--- config.mk ---
export PLATFORM = sky130hd
export DESIGN_NAME = spram_arbiter
export DESIGN_NICKNAME = d
export VERILOG_FILES = /design/src/rtl/spram_arbiter.sv
export SDC_FILE = /design/constraint.sdc
export NUM_CORES = 1
export LEC_CHECK = 0
export CAP_MARGIN = 0
export CORE_MARGIN = 1
export CORE_UTILIZATION = 37
export DETAILED_ROUTE_END_ITERATION = 7
export HOLD_SLACK_MARGIN = 0.1
export PLACE_DENSITY_LB_ADDON = 0.12
export SLEW_MARGIN = 20
export SYNTH_ARGS = -nofsm -noshare
export SYNTH_HDL_FRONTEND = slang
export SYNTH_SLANG_ARGS = --single-unit
--- constraint.sdc ---
create_clock -name clk -period 2.4 [get_ports clk]
set_clock_uncertainty 0.1 [all_clocks]
set_input_delay 0.48 -clock clk [delete_from_list [all_inputs] [get_ports clk]]
set_output_delay 0.48 -clock clk [all_outputs]
set_load 0.02 [all_outputs]
--- src/rtl/spram_arbiter.sv ---
// Two-master arbiter for the single-port SPRAM: picks one request, latches it,
// performs one SPRAM access, then acknowledges the winner (3 cycles per transaction).
module spram_arbiter #(
    parameter int ADDR_W      = 14,
    parameter int DATA_W      = 16,
    parameter int ROUND_ROBIN = 1
) (
    input  logic              clk,
    input  logic              rst,

    input  logic              m0_cyc,
    input  logic              m0_write,
    input  logic [ADDR_W-1:0] m0_addr,
    input  logic [DATA_W-1:0] m0_wrdata,
    output logic [DATA_W-1:0] m0_rddata,
    output logic              m0_ack,

    input  logic              m1_cyc,
    input  logic              m1_write,
    input  logic [ADDR_W-1:0] m1_addr,
    input  logic [DATA_W-1:0] m1_wrdata,
    output logic [DATA_W-1:0] m1_rddata,
    output logic              m1_ack,

    output logic [ADDR_W-1:0] ram_addr,
    output logic [DATA_W-1:0] ram_din,
    output logic              ram_wren,
    output logic              ram_cs,
    output logic [3:0]        ram_maskwren,
    input  logic [DATA_W-1:0] ram_dout,

    output logic              busy
);

    localparam logic [1:0] ST_IDLE   = 2'd0;
    localparam logic [1:0] ST_ACCESS = 2'd1;
    localparam logic [1:0] ST_ACK    = 2'd2;

    logic [1:0] state;
    logic       grant;
    logic       last;
    logic       wr_q;
    logic       any_req;
    logic       winner;

    assign any_req = m0_cyc | m1_cyc;

    // On a tie, round-robin hands the slot to whoever was not served last.
    always_comb begin
        winner = 1'b0;
        if (m0_cyc && m1_cyc) begin
            winner = (ROUND_ROBIN != 0) ? ~last : 1'b0;
        end else if (m1_cyc) begin
            winner = 1'b1;
        end
    end

    always_ff @(posedge clk) begin
        if (rst) begin
            state    <= ST_IDLE;
            grant    <= 1'b0;
            last     <= 1'b1;
            wr_q     <= 1'b0;
            ram_addr <= '0;
            ram_din  <= '0;
        end else begin
            case (state)
                ST_IDLE: begin
                    if (any_req) begin
                        grant    <= winner;
                        wr_q     <= winner ? m1_write  : m0_write;
                        ram_addr <= winner ? m1_addr   : m0_addr;
                        ram_din  <= winner ? m1_wrdata : m0_wrdata;
                        state    <= ST_ACCESS;
                    end
                end
                ST_ACCESS: begin
                    state <= ST_ACK;
                end
                ST_ACK: begin
                    last  <= grant;
                    state <= ST_IDLE;
                end
                default: begin
                    state <= ST_IDLE;
                end
            endcase
        end
    end

    // Gating with rst lets a reset landing in ACCESS cancel the write outright.
    assign ram_cs       = (state == ST_ACCESS) && !rst;
    assign ram_wren     = ram_cs && wr_q;
    assign ram_maskwren = 4'hF;

    assign m0_ack    = (state == ST_ACK) && !grant && !rst;
    assign m1_ack    = (state == ST_ACK) &&  grant && !rst;
    assign m0_rddata = ram_dout;
    assign m1_rddata = ram_dout;
    assign busy      = (state != ST_IDLE);

endmodule
==> summary.md <==
| Metric | Value |
|---|---|
| Post-layout total power | 1.657 mW |
| RR Endpoint | ram_din[11] |
| Tcrit/Tclk final | 93.46% |
| Status | completed |
| Diode count | 0 |
| Slew margin rel. | about a third |
| PostCTS Resize Cnt | 0 |
| Worst EP arrival | 1.66 ns |
| Synthesis-to-layout area growth | 39.90% |
| Fmax | 445.8 MHz |
| Final Hold Violating Endpoints | 0 |
| Vias in the first global route | 1691 |
| RSZ-0062 raised after global routing | false |
| Top Family by Delay on Critical Path | buffers and inverters |
| Final min period | roughly 2.2 ns |
| # DRC | 0 |
| CTS tree | yes |
| VDD IR max | about 240 µV |
| # Max-Cap Violations | 0 |
| Initial Utilization | 39.39% |
| Total global routing overflow | 0 |
| Max stage delay on crit path | about 0.63 ns |
| Synth Area per Inst | 8.780 µm² |
| Max clock buf depth | 2 |
| Worst R2R Setup Slack | 0.57 ns |
| Crit-path cells | nand2b_1, nor3b_1, clkdlybuf4s50_1 |
| Crit end category | primary output |
| Crit path max fanout | 4 |
| Min-Delay Path Class | primary input to flop |
| CP endpoint | m1_ack |
| Clock latency at the later pin of the worst-skew pair | 0.28 ns |
| Setup Crit Path Kind | flop to primary output |
| Clock net sink count | 35 |
| Clock transition at the registers of the reported paths | roughly 0.07 ns |
| Placer's final routability congestion estimate | ~0.73 |
| Sequential share of the synthesized area | approximately 34% |
| H-tree depth | 2 |
| PD cells | 574.0 mW/mm² |
| R2R Path Start | state[1] |
| Pin count of the biggest net entering global routing | 33 |
| Total GRT Usage | 18.43% |
| Layout fillers | 506 |
| Placed cell area | 0.002809 mm² |
| IO Pins | roughly 150 |
| Via count | approximately 1800 |
| First-pass GRT wire length | 8.556 mm |
| Initial antenna violation count | 0 |
| CP max stage cell | clkdlybuf4s50_1 |
| CP Launch Type | flop |
| Cts bufs inserted | 5 |
| Hold Buf Count CTS | 0 |
| TNS Setup | 0 ns |
| Worst path bufs/invs | 1 |
| Post-DP HPWL | 3.621 mm |
| Leakage power | 1.062 nW |
| Drt initial violations | 95 |
| Fin util | 55.11% |
| Final WL | about 5.3 mm |
| Required time of the critical path | 1.82 ns |
| Rows | 26 |
| Share of post-route cells with drive strength above 1 | 14.77% |
| Die ar. | ~0.0059 mm² |
| #FFs+latches synth | 35 |
| Mapped Area | just over 0.002 mm² |
| Post-CTS Setup Repair Bufs | 0 |
| Vias per cell | 4.940 |
| Post-route ant nets | 0 |
| Final Max Tran Viols | 0 |
| Drt first pass iters | 4 |
| WP depth | 3 |
| Crit path launch | state[1] |
| Die height | 76.68 µm |
| Buffers on Ports | 100 |
| Tightest Pin Transition | 0.9991 ns |
| R2r worst-path depth | 4 |
| Post-Synthesis Cells | 235 |
| Final setup fails | 0 |
| Nets | 381 |
| Design area | approximately 0.0029 mm² |
| Root Buffer | clkbuf_8 |
| Yosys warns | 0 |
| Core ar. | 0.005238 mm² |
| WL/cell | roughly 14 µm |
| Unique masters post-synth | 26 |
| Die width | 76.68 µm |
## routing by layer
metal	wire, µm	up-vias	GRT usage, %
met3	378	8	5.714
met1	2375	821	22.86
met2	2506	84	29.64
met4	71	0	7.115
met5	0	-	0
li1	-	905	-
## cell type report
| class | count | area (µm²) | share of cell area [%] |
|---|---|---|---|
| flip-flops and latches | 35 | 700.7 | 24.27 |
| well taps | 70 | 87.58 | 3.034 |
| clock buffers | 6 | 72.57 | 2.514 |
| multi-input cells | 146 | 950.9 | 32.94 |
| repair buffers | 110 | 1071 | 37.10 |
| inverters | 1 | 3.754 | 0.1300 |
## registers in the layout, indices dropped and copies added (netlist names)
register,count
grant,1
last,1
ram_addr,14
state,2
wr_q,1
ram_din,16
## cells in the mapped netlist (all sizes together)
library cell | n | area (µm²)
a21bo | 1 | 10.01
or2 | 1 | 6.260
conb | 1 | 3.750
o21ai | 1 | 5.000
buf | 54 | 411.6
nor2 | 3 | 21.27
a21oi | 32 | 163.9
dfxtp | 35 | 700.7
a311oi | 31 | 402.9
nor3 | 2 | 10.01
and2 | 1 | 6.260
nand2b | 2 | 12.51
clkbuf | 2 | 17.51
mux2i | 1 | 10.01
a21boi | 1 | 18.77
nor3b | 3 | 22.52
nand2 | 63 | 236.5
inv | 1 | 3.750
## placed cells by master, fill, tap and decap left out, types with 2 or more instances in the layout
cell             count
dfxtp_1             35
conb_1               4
buf_4               10
nand2b_1             2
nand2_1             63
nor3b_1              2
a311oi_1            10
a21oi_1             31
nor2_4               2
nor3_1               2
clkbuf_8             5
clkdlybuf4s50_1     99
a311oi_2            21
## where the power goes
group | switching (mW) | internal, mW | total, mW
Clock | 0.191 | 0.193 | 0.385
Sequential | 0.0368 | 0.647 | 0.684
Combinational | 0.289 | 0.298 | 0.588
## kinds of logic after synthesis
logic type,count (synthesis),synth area share (%)
mux,1,0.4852
buf+inv,57,20.98
other cells,1,0.1818
simple gates,75,15.28
flops,35,33.96
compound gates,66,29.11
## metrics by stage
step	cells	setup WS [ns]	hold slack, ns
6_report	368	0.1569	0.3576
5_1_grt	368	0.01573	0.3515
4_1_cts	368	0.08667	0.3382
3_5_place_dp	362	0.02962	0.4097
3_3_place_gp	362	0.05116	0.3927
2_1_floorplan	238	0.4396	0.3748
## worst min-delay path by stage
stage                     from          to  cells after the start
finish                     rst    state[1]                      2
global route               rst    state[1]                      2
CTS                        rst    state[1]                      2
detailed placement       grant       grant                      2
global placement    ram_din[3]  ram_din[3]                      2
floorplan                grant       grant                      2
(Power assumes the default switching activity.)
